$ cat src/rtl/dcache_wb_if.sv
// Consumer request/response ports and controller fill/writeback channel of the write-back data cache.
interface dcache_wb_if #(
    parameter int unsigned ADDR_BITS     = 8,
    parameter int unsigned DATA_BITS     = 8,
    parameter int unsigned NUM_CONSUMERS = 4
);
    logic [NUM_CONSUMERS-1:0]                consumer_read_valid;
    logic [NUM_CONSUMERS-1:0][ADDR_BITS-1:0] consumer_read_address;
    logic [NUM_CONSUMERS-1:0]                consumer_read_ready;
    logic [NUM_CONSUMERS-1:0][DATA_BITS-1:0] consumer_read_data;
    logic [NUM_CONSUMERS-1:0]                consumer_write_valid;
    logic [NUM_CONSUMERS-1:0][ADDR_BITS-1:0] consumer_write_address;
    logic [NUM_CONSUMERS-1:0][DATA_BITS-1:0] consumer_write_data;
    logic [NUM_CONSUMERS-1:0]                consumer_write_ready;

    logic                 controller_read_valid;
    logic [ADDR_BITS-1:0] controller_read_address;
    logic                 controller_read_ready;
    logic [DATA_BITS-1:0] controller_read_data;
    logic                 controller_write_valid;
    logic [ADDR_BITS-1:0] controller_write_address;
    logic [DATA_BITS-1:0] controller_write_data;
    logic                 controller_write_ready;

    // Cache side
    modport slave (
        input  consumer_read_valid, consumer_read_address,
        output consumer_read_ready, consumer_read_data,
        input  consumer_write_valid, consumer_write_address, consumer_write_data,
        output consumer_write_ready,
        output controller_read_valid, controller_read_address,
        input  controller_read_ready, controller_read_data,
        output controller_write_valid, controller_write_address, controller_write_data,
        input  controller_write_ready
    );

    // Consumers plus memory controller side
    modport master (
        output consumer_read_valid, consumer_read_address,
        input  consumer_read_ready, consumer_read_data,
        output consumer_write_valid, consumer_write_address, consumer_write_data,
        input  consumer_write_ready,
        input  controller_read_valid, controller_read_address,
        output controller_read_ready, controller_read_data,
        input  controller_write_valid, controller_write_address, controller_write_data,
        output controller_write_ready
    );
endinterface

$ cat src/rtl/dcache_wb.sv
// Multi-consumer, set-associative, write-back/write-allocate data cache with one-word lines,
// round-robin arbitration, FIFO replacement and a full flush of dirty lines.
module dcache_wb #(
    parameter int unsigned ADDR_BITS     = 8,
    parameter int unsigned DATA_BITS     = 8,
    parameter int unsigned NUM_CONSUMERS = 4,
    parameter int unsigned NUM_SETS      = 4,
    parameter int unsigned NUM_WAYS      = 2
) (
    input  logic       clk,
    input  logic       reset,
    dcache_wb_if.slave bus,
    input  logic       flush_valid,
    output logic       flush_done
);
    localparam int unsigned SET_BITS  = $clog2(NUM_SETS);
    localparam int unsigned TAG_BITS  = ADDR_BITS - SET_BITS;
    localparam int unsigned WAY_BITS  = (NUM_WAYS > 1) ? $clog2(NUM_WAYS) : 1;
    localparam int unsigned CONS_BITS = (NUM_CONSUMERS > 1) ? $clog2(NUM_CONSUMERS) : 1;

    typedef enum logic [2:0] {IDLE, LOOKUP, WRITEBACK, FILL, RESPOND, RELEASE, FLUSH} state_t;

    state_t state;

    logic [NUM_WAYS-1:0]  line_valid [NUM_SETS];
    logic [NUM_WAYS-1:0]  line_dirty [NUM_SETS];
    logic [TAG_BITS-1:0]  line_tag   [NUM_SETS][NUM_WAYS];
    logic [DATA_BITS-1:0] line_data  [NUM_SETS][NUM_WAYS];
    logic [WAY_BITS-1:0]  fifo_ptr   [NUM_SETS];

    logic [CONS_BITS-1:0] grant, last_grant;
    logic                 req_write;
    logic [ADDR_BITS-1:0] req_addr;
    logic [DATA_BITS-1:0] req_wdata, resp_data;
    logic [WAY_BITS-1:0]  victim;
    logic [SET_BITS-1:0]  flush_set;
    logic [WAY_BITS-1:0]  flush_way;

    logic [SET_BITS-1:0]  req_set;
    logic [TAG_BITS-1:0]  req_tag;
    assign req_set = req_addr[SET_BITS-1:0];
    assign req_tag = req_addr[ADDR_BITS-1:SET_BITS];

    // Tag compare and victim choice for the latched request
    logic                hit_c, inv_found_c;
    logic [WAY_BITS-1:0] hit_way_c, inv_way_c, victim_c, fifo_next_c;
    always_comb begin
        hit_c       = 1'b0;
        hit_way_c   = '0;
        inv_found_c = 1'b0;
        inv_way_c   = '0;
        for (int w = 0; w < int'(NUM_WAYS); w++) begin
            if (!hit_c && line_valid[req_set][w] && (line_tag[req_set][w] == req_tag)) begin
                hit_c     = 1'b1;
                hit_way_c = WAY_BITS'(w);
            end
            if (!inv_found_c && !line_valid[req_set][w]) begin
                inv_found_c = 1'b1;
                inv_way_c   = WAY_BITS'(w);
            end
        end
        victim_c    = inv_found_c ? inv_way_c : fifo_ptr[req_set];
        fifo_next_c = (fifo_ptr[req_set] == WAY_BITS'(NUM_WAYS - 1)) ? '0 : fifo_ptr[req_set] + 1'b1;
    end

    // Round-robin search starting after the last granted consumer
    logic                 gnt_found_c;
    logic [CONS_BITS-1:0] gnt_idx_c, cand_c;
    always_comb begin
        gnt_found_c = 1'b0;
        gnt_idx_c   = '0;
        cand_c      = '0;
        for (int i = 1; i <= int'(NUM_CONSUMERS); i++) begin
            cand_c = CONS_BITS'((int'(last_grant) + i) % int'(NUM_CONSUMERS));
            if (!gnt_found_c && (bus.consumer_read_valid[cand_c] || bus.consumer_write_valid[cand_c])) begin
                gnt_found_c = 1'b1;
                gnt_idx_c   = cand_c;
            end
        end
    end

    logic flush_last_c, flush_dirty_c, flush_step_c;
    always_comb begin
        flush_last_c  = (flush_way == WAY_BITS'(NUM_WAYS - 1)) && (flush_set == SET_BITS'(NUM_SETS - 1));
        flush_dirty_c = line_valid[flush_set][flush_way] && line_dirty[flush_set][flush_way];
        flush_step_c  = bus.controller_write_valid ? bus.controller_write_ready : !flush_dirty_c;
    end

    always_ff @(posedge clk or negedge reset) begin
        if (!reset) begin
            state                        <= IDLE;
            grant                        <= '0;
            last_grant                   <= CONS_BITS'(NUM_CONSUMERS - 1);
            req_write                    <= 1'b0;
            req_addr                     <= '0;
            req_wdata                    <= '0;
            resp_data                    <= '0;
            victim                       <= '0;
            flush_set                    <= '0;
            flush_way                    <= '0;
            flush_done                   <= 1'b0;
            bus.consumer_read_ready      <= '0;
            bus.consumer_read_data       <= '0;
            bus.consumer_write_ready     <= '0;
            bus.controller_read_valid    <= 1'b0;
            bus.controller_read_address  <= '0;
            bus.controller_write_valid   <= 1'b0;
            bus.controller_write_address <= '0;
            bus.controller_write_data    <= '0;
            for (int s = 0; s < int'(NUM_SETS); s++) begin
                line_valid[s] <= '0;
                line_dirty[s] <= '0;
                fifo_ptr[s]   <= '0;
                for (int w = 0; w < int'(NUM_WAYS); w++) begin
                    line_tag[s][w]  <= '0;
                    line_data[s][w] <= '0;
                end
            end
        end else begin
            bus.consumer_read_ready  <= '0;
            bus.consumer_read_data   <= '0;
            bus.consumer_write_ready <= '0;
            flush_done               <= 1'b0;
            case (state)
                IDLE: begin
                    if (flush_valid) begin
                        flush_set <= '0;
                        flush_way <= '0;
                        state     <= FLUSH;
                    end else if (gnt_found_c) begin
                        grant      <= gnt_idx_c;
                        last_grant <= gnt_idx_c;
                        req_write  <= !bus.consumer_read_valid[gnt_idx_c];
                        req_addr   <= bus.consumer_read_valid[gnt_idx_c] ? bus.consumer_read_address[gnt_idx_c]
                                                                         : bus.consumer_write_address[gnt_idx_c];
                        req_wdata  <= bus.consumer_write_data[gnt_idx_c];
                        state      <= LOOKUP;
                    end
                end
                LOOKUP: begin
                    if (hit_c) begin
                        if (req_write) begin
                            line_data[req_set][hit_way_c]  <= req_wdata;
                            line_dirty[req_set][hit_way_c] <= 1'b1;
                        end else begin
                            resp_data <= line_data[req_set][hit_way_c];
                        end
                        state <= RESPOND;
                    end else begin
                        victim <= victim_c;
                        if (!inv_found_c) fifo_ptr[req_set] <= fifo_next_c;
                        if (line_valid[req_set][victim_c] && line_dirty[req_set][victim_c]) begin
                            bus.controller_write_valid   <= 1'b1;
                            bus.controller_write_address <= {line_tag[req_set][victim_c], req_set};
                            bus.controller_write_data    <= line_data[req_set][victim_c];
                            state                        <= WRITEBACK;
                        end else if (req_write) begin
                            // Write-allocate without a fill: the word is the whole line
                            line_valid[req_set][victim_c] <= 1'b1;
                            line_dirty[req_set][victim_c] <= 1'b1;
                            line_tag[req_set][victim_c]   <= req_tag;
                            line_data[req_set][victim_c]  <= req_wdata;
                            state                         <= RESPOND;
                        end else begin
                            bus.controller_read_valid   <= 1'b1;
                            bus.controller_read_address <= req_addr;
                            state                       <= FILL;
                        end
                    end
                end
                WRITEBACK: begin
                    if (bus.controller_write_ready) begin
                        bus.controller_write_valid  <= 1'b0;
                        line_dirty[req_set][victim] <= req_write;
                        if (req_write) begin
                            line_valid[req_set][victim] <= 1'b1;
                            line_tag[req_set][victim]   <= req_tag;
                            line_data[req_set][victim]  <= req_wdata;
                            state                       <= RESPOND;
                        end else begin
                            bus.controller_read_valid   <= 1'b1;
                            bus.controller_read_address <= req_addr;
                            state                       <= FILL;
                        end
                    end
                end
                FILL: begin
                    if (bus.controller_read_ready) begin
                        bus.controller_read_valid   <= 1'b0;
                        line_valid[req_set][victim] <= 1'b1;
                        line_dirty[req_set][victim] <= 1'b0;
                        line_tag[req_set][victim]   <= req_tag;
                        line_data[req_set][victim]  <= bus.controller_read_data;
                        resp_data                   <= bus.controller_read_data;
                        state                       <= RESPOND;
                    end
                end
                RESPOND: begin
                    if (req_write) begin
                        bus.consumer_write_ready[grant] <= 1'b1;
                    end else begin
                        bus.consumer_read_ready[grant] <= 1'b1;
                        bus.consumer_read_data[grant]  <= resp_data;
                    end
                    state <= RELEASE;
                end
                RELEASE: begin
                    if (!(req_write ? bus.consumer_write_valid[grant] : bus.consumer_read_valid[grant])) state <= IDLE;
                end
                FLUSH: begin
                    if (bus.controller_write_valid && bus.controller_write_ready) begin
                        bus.controller_write_valid        <= 1'b0;
                        line_dirty[flush_set][flush_way]  <= 1'b0;
                    end else if (!bus.controller_write_valid && flush_dirty_c) begin
                        bus.controller_write_valid   <= 1'b1;
                        bus.controller_write_address <= {line_tag[flush_set][flush_way], flush_set};
                        bus.controller_write_data    <= line_data[flush_set][flush_way];
                    end
                    if (flush_step_c) begin
                        if (flush_way == WAY_BITS'(NUM_WAYS - 1)) begin
                            flush_way <= '0;
                            flush_set <= flush_set + 1'b1;
                        end else begin
                            flush_way <= flush_way + 1'b1;
                        end
                        if (flush_last_c) begin
                            flush_done <= 1'b1;
                            state      <= IDLE;
                        end
                    end
                end
                default: state <= IDLE;
            endcase
        end
    end
endmodule

$ cat src/flat_wrapper.sv
// flat-port wrapper written by rule: the top's interface ports become plain ports
module dcache_wb_flat 
#(
    parameter int unsigned ADDR_BITS     = 8,
    parameter int unsigned DATA_BITS     = 8,
    parameter int unsigned NUM_CONSUMERS = 4,
    parameter int unsigned NUM_SETS      = 4,
    parameter int unsigned NUM_WAYS      = 2
)
  (clk, reset, flush_valid, flush_done, bus_consumer_read_valid, bus_consumer_read_address, bus_consumer_read_ready, bus_consumer_read_data, bus_consumer_write_valid, bus_consumer_write_address, bus_consumer_write_data, bus_consumer_write_ready, bus_controller_read_valid, bus_controller_read_address, bus_controller_read_ready, bus_controller_read_data, bus_controller_write_valid, bus_controller_write_address, bus_controller_write_data, bus_controller_write_ready);
  dcache_wb_if #(.ADDR_BITS(ADDR_BITS), .DATA_BITS(DATA_BITS), .NUM_CONSUMERS(NUM_CONSUMERS)) bus_i ();
  input  logic clk;
  input  logic reset;
  input  logic flush_valid;
  output logic flush_done;
  input wire logic [$bits(bus_i.consumer_read_valid)-1:0] bus_consumer_read_valid;
  input wire logic [$bits(bus_i.consumer_read_address)-1:0] bus_consumer_read_address;
  output wire logic [$bits(bus_i.consumer_read_ready)-1:0] bus_consumer_read_ready;
  output wire logic [$bits(bus_i.consumer_read_data)-1:0] bus_consumer_read_data;
  input wire logic [$bits(bus_i.consumer_write_valid)-1:0] bus_consumer_write_valid;
  input wire logic [$bits(bus_i.consumer_write_address)-1:0] bus_consumer_write_address;
  input wire logic [$bits(bus_i.consumer_write_data)-1:0] bus_consumer_write_data;
  output wire logic [$bits(bus_i.consumer_write_ready)-1:0] bus_consumer_write_ready;
  output wire logic [$bits(bus_i.controller_read_valid)-1:0] bus_controller_read_valid;
  output wire logic [$bits(bus_i.controller_read_address)-1:0] bus_controller_read_address;
  input wire logic [$bits(bus_i.controller_read_ready)-1:0] bus_controller_read_ready;
  input wire logic [$bits(bus_i.controller_read_data)-1:0] bus_controller_read_data;
  output wire logic [$bits(bus_i.controller_write_valid)-1:0] bus_controller_write_valid;
  output wire logic [$bits(bus_i.controller_write_address)-1:0] bus_controller_write_address;
  output wire logic [$bits(bus_i.controller_write_data)-1:0] bus_controller_write_data;
  input wire logic [$bits(bus_i.controller_write_ready)-1:0] bus_controller_write_ready;
  assign bus_i.consumer_read_valid = bus_consumer_read_valid;
  assign bus_i.consumer_read_address = bus_consumer_read_address;
  assign bus_consumer_read_ready = bus_i.consumer_read_ready;
  assign bus_consumer_read_data = bus_i.consumer_read_data;
  assign bus_i.consumer_write_valid = bus_consumer_write_valid;
  assign bus_i.consumer_write_address = bus_consumer_write_address;
  assign bus_i.consumer_write_data = bus_consumer_write_data;
  assign bus_consumer_write_ready = bus_i.consumer_write_ready;
  assign bus_controller_read_valid = bus_i.controller_read_valid;
  assign bus_controller_read_address = bus_i.controller_read_address;
  assign bus_i.controller_read_ready = bus_controller_read_ready;
  assign bus_i.controller_read_data = bus_controller_read_data;
  assign bus_controller_write_valid = bus_i.controller_write_valid;
  assign bus_controller_write_address = bus_i.controller_write_address;
  assign bus_controller_write_data = bus_i.controller_write_data;
  assign bus_i.controller_write_ready = bus_controller_write_ready;
  dcache_wb #(.ADDR_BITS(ADDR_BITS), .DATA_BITS(DATA_BITS), .NUM_CONSUMERS(NUM_CONSUMERS), .NUM_SETS(NUM_SETS), .NUM_WAYS(NUM_WAYS)) u_core (.clk(clk), .reset(reset), .bus(bus_i), .flush_valid(flush_valid), .flush_done(flush_done));
endmodule
$ cat config.mk
export PLATFORM = sky130hd
export DESIGN_NAME = dcache_wb_flat
export DESIGN_NICKNAME = d
export VERILOG_FILES = /design/src/rtl/dcache_wb_if.sv /design/src/rtl/dcache_wb.sv /design/src/flat_wrapper.sv
export SDC_FILE = /design/constraint.sdc
export NUM_CORES = 1
export LEC_CHECK = 0
export CORE_ASPECT_RATIO = 1.25
export CORE_MARGIN = 2
export CORE_UTILIZATION = 60
export CTS_BUF_LIST = sky130_fd_sc_hd__clkbuf_2 sky130_fd_sc_hd__clkbuf_4 sky130_fd_sc_hd__clkbuf_8
export DETAILED_ROUTE_END_ITERATION = 7
export PLACE_DENSITY = 0.91
export RECOVER_POWER = 50
export REMOVE_ABC_BUFFERS = 1
export SLEW_MARGIN = 20
export SYNTH_ARGS = -nofsm -noshare
export SYNTH_HDL_FRONTEND = slang
export SYNTH_SLANG_ARGS = --single-unit
$ cat constraint.sdc
create_clock -name clk -period 4.2 [get_ports clk]
set_input_delay 0.84 -clock clk [delete_from_list [all_inputs] [get_ports clk]]
set_output_delay 0.84 -clock clk [all_outputs]
set_load 0.02 [all_outputs]
==> impl_metrics.env <==
export IMPL_outcome="complete, but fails checks"
export IMPL_violations="capacitance limit, slew limit"
export IMPL_p_sw_share_pct=45.1
export IMPL_ys_flop_type="dfrtp_1"
export IMPL_grt_max_degree=120
export IMPL_synth_edf_count=0
export IMPL_finalPower_uw=14200
export IMPL_cts_root_buf="clkbuf_8"
export IMPL_synth_seq_cells=235
export IMPL_fmax_ghz=0.271
export IMPL_cts_sinks=235
export IMPL_hold_class="reg -> reg"
export IMPL_p_int_uw=7780
export IMPL_p_comb_share_pct=53.5
export IMPL_max_slew_margin_pct=-89.3
export IMPL_netlist_area_um2=14500
export IMPL_cts_hold_buffers=0
export IMPL_syn_mean_instance_area_um2=10.4
export IMPL_grt_pass1_wl_mm=67.3
export IMPL_place_hpwl_mm=28.6
export IMPL_vias_per_cell=6.75
export IMPL_drt_wl_total_mm=42.1
export IMPL_crit_path_max_incr_delay_ps=750
export IMPL_grt_usage_pct=33.7
export IMPL_power_frac_seq_pct=31.2
export IMPL_layout_drive_gt1_share_pct=19.6
export IMPL_clockPowerShare_pct=15.3
export IMPL_yosys_top_cells_count="233 x dfrtp_1, 116 x o21ai_0, 114 x nor2_1, 106 x nand2_1, 89 x mux2_2"
export IMPL_crit_arrival_ps=4130
export IMPL_rows=63
export IMPL_postCtsSetupRepairBufs=0
export IMPL_htree_levels=2
export IMPL_overflow=0
export IMPL_cap_violations=1
export IMPL_ys_types=71
export IMPL_place_inst=1820
export IMPL_portBuffers=183
export IMPL_area_growth_pct=19.5
export IMPL_synth_async_reset_ratio_pct=100
export IMPL_dieHeight_um=178
export IMPL_slowest_stage="dfrtp_2"
export IMPL_path_class="reg -> reg"
export IMPL_dr_first_iter_drc_count=1735
export IMPL_clock_latency_ps=560
export IMPL_dr_total_vias=12712
export IMPL_fp_coreArea_um2=23700
export IMPL_drt_first_pass_iters=6
export IMPL_instances_no_fill=1884
export IMPL_hold_violations=0
export IMPL_setup_violations=0
export IMPL_netlist_instances=1388
export IMPL_crit_buf_inv=1
export IMPL_worst_pin_slew_ps=2840
export IMPL_clk_path_buf_depth=3
export IMPL_skew_ps=34.4
export IMPL_diodes=0
export IMPL_final_nets=1654
export IMPL_io_pins=184
export IMPL_netlist_top_cells_area="dfrtp_1 40%, mux4_2 11%, mux2_2 6.9%"
export IMPL_power_switching_uw=6400
export IMPL_cts_resized_gates=0
export IMPL_antenna_left=0
export IMPL_grt_pass1_vias=12692
export IMPL_wire_per_inst_um=22.4
export IMPL_clkTransAtPathRegs_ps=70
export IMPL_drv_slew=119
export IMPL_yosys_warnings=0
export IMPL_yosysTopAreaCell="dfrtp_1"
export IMPL_cp_end_kind="flip-flop"
export IMPL_yosysMostFrequentCell="dfrtp_1"
export IMPL_synthDominantCellAreaShare_pct=40.2
export IMPL_ir_drop_uv=420
export IMPL_start_kind="flip-flop"
export IMPL_cpLargestDelayFamily="multiplexers"
export IMPL_period_share_pct=87.9
export IMPL_holdWs_ps=480
export IMPL_die_width_um=143
export IMPL_grt_setup_unrepaired="false"
export IMPL_cp_required_ps=4630
export IMPL_cp_max_fo=19
export IMPL_cts_made_buffers=36
export IMPL_cts_tree="done"
export IMPL_min_period_ps=3690
export IMPL_dieArea_um2=25400
export IMPL_place_gp_congestion=1.03
export IMPL_powerDensity_nw_per_um2=819
export IMPL_antenna_found_initial=0
export IMPL_initial_core_util_pct=61.1
export IMPL_drcViolationCount=0
export IMPL_seq_area_frac_synth_pct=40.6
export IMPL_cp_cell_sequence="mux4_1, xnor2_1, nand4_1, nor2_2, o31ai_4, buf_4, a21oi_4, mux2_4"
export IMPL_cellLeakagePower_uw=0.00732
==> cell families (layout without fill, tap and decap cells) <==
| group | count (synthesis) | in the layout | share of synthesized area, % |
|---|---|---|---|
| muxes | 244 | 244 | 24.0 |
| buffers and inverters | 165 | 336 | 5.19 |
| xor gates and xnor gates | 16 | 16 | 0.967 |
| AOI/OAI and AO/OA | 382 | 382 | 17.7 |
| and+or+nand+nor | 342 | 342 | 11.1 |
| adders and majority gates | 4 | 4 | 0.345 |
| DFF | 235 | 235 | 40.6 |
==> final timing paths <==
kind	depth (start not counted)	start	to	slack (ps)
max	8	u_core.req_addr[0]	u_core.line_data[31]	510
min in group asynchronous	1	reset	u_core.line_tag[16]	1200
min	1	u_core.fifo_ptr[1]	u_core.fifo_ptr[1]	480
max reg2reg	8	u_core.req_addr[0]	u_core.line_data[31]	510
min reg2reg	1	u_core.fifo_ptr[1]	u_core.fifo_ptr[1]	480
max in group asynchronous	2	reset	u_core.req_addr[0]	950
==> sequential cells by signal, indices dropped and copies added (netlist names) <==
name,count
u_core.bus.consumer_read_data,32
u_core.bus.consumer_read_ready,4
u_core.bus.consumer_write_ready,4
u_core.bus.controller_read_address,8
u_core.bus.controller_read_valid,1
u_core.bus.controller_write_address,8
u_core.bus.controller_write_data,8
u_core.bus.controller_write_valid,1
u_core.fifo_ptr,4
u_core.flush_done,1
u_core.flush_set,2
u_core.flush_way,1
u_core.grant,2
u_core.last_grant,2
u_core.line_data,64
u_core.line_dirty,8
u_core.line_tag,48
u_core.line_valid,8
u_core.req_addr,8
u_core.req_wdata,8
u_core.req_write,1
u_core.resp_data,8
u_core.state,3
u_core.victim,1
==> final cells by class <==
class	instances	area (um^2)
Clock buffer	56	689
Clock inverter	8	130
Fill cell	1532	6420
Inverter	51	191
Multi-Input combinational cell	988	7890
Sequential cell	235	5890
Tap cell	325	407
Timing Repair Buffer	221	2120
==> layout by cell type (no fill, tap or decap), drive strengths merged, types with 4 or more instances in the layout <==
master and count:
clkinv 4, nor2b 7, nand3 21, a21o 5, a2111oi 4, a32oi 35
nand4 4, inv 52, dfrtp 233, a2bb2oi 28, nor2 117, a311oi 7
o22ai 6, buf 35, clkdlybuf4s50 182, or3 5, a31oi 41, xnor2 16
and2 33, clkbuf 60, a211o 4, nor3 9, mux4 72, and3 14
mux2 92, ha 4, a21oi 83, mux2i 80, o21a 5, a22o 8
nand2b 16, o211ai 11, o21ai 123, o31ai 7, nand2 106
==> layer usage <==
metal | track usage, % | vias to the layer above | part of all wire (%)
li1 | - | 5439 | -
met4 | 16.8 | 0 | 5.4
met2 | 55.1 | 1101 | 48
met3 | 7.66 | 246 | 12
met1 | 42.1 | 5926 | 34
met5 | 0 | - | 0
==> power groups by stage <==
stage | clock network [uW] | logic [uW] | registers (uW)
2_1_floorplan | 0 | 4970 | 4240
3_3_place_gp | 0 | 7070 | 4260
3_5_place_dp | 0 | 7350 | 4360
4_1_cts | 2170 | 7400 | 4340
5_1_grt | 2270 | 8060 | 4520
6_report | 2170 | 7580 | 4430
==> metrics by stage <==
stage	area [um^2]	TNS [ps]	worst slack, ps	util, %
2_1_floorplan	13900	-62120	-741	-
3_3_place_gp	16500	0	747	69.6
3_5_place_dp	16500	0	616	69.6
4_1_cts	17300	0	591	73.0
5_1_grt	17300	0	231	73.0
6_report	17300	0	508	73.0
(Power assumes the default switching activity.)
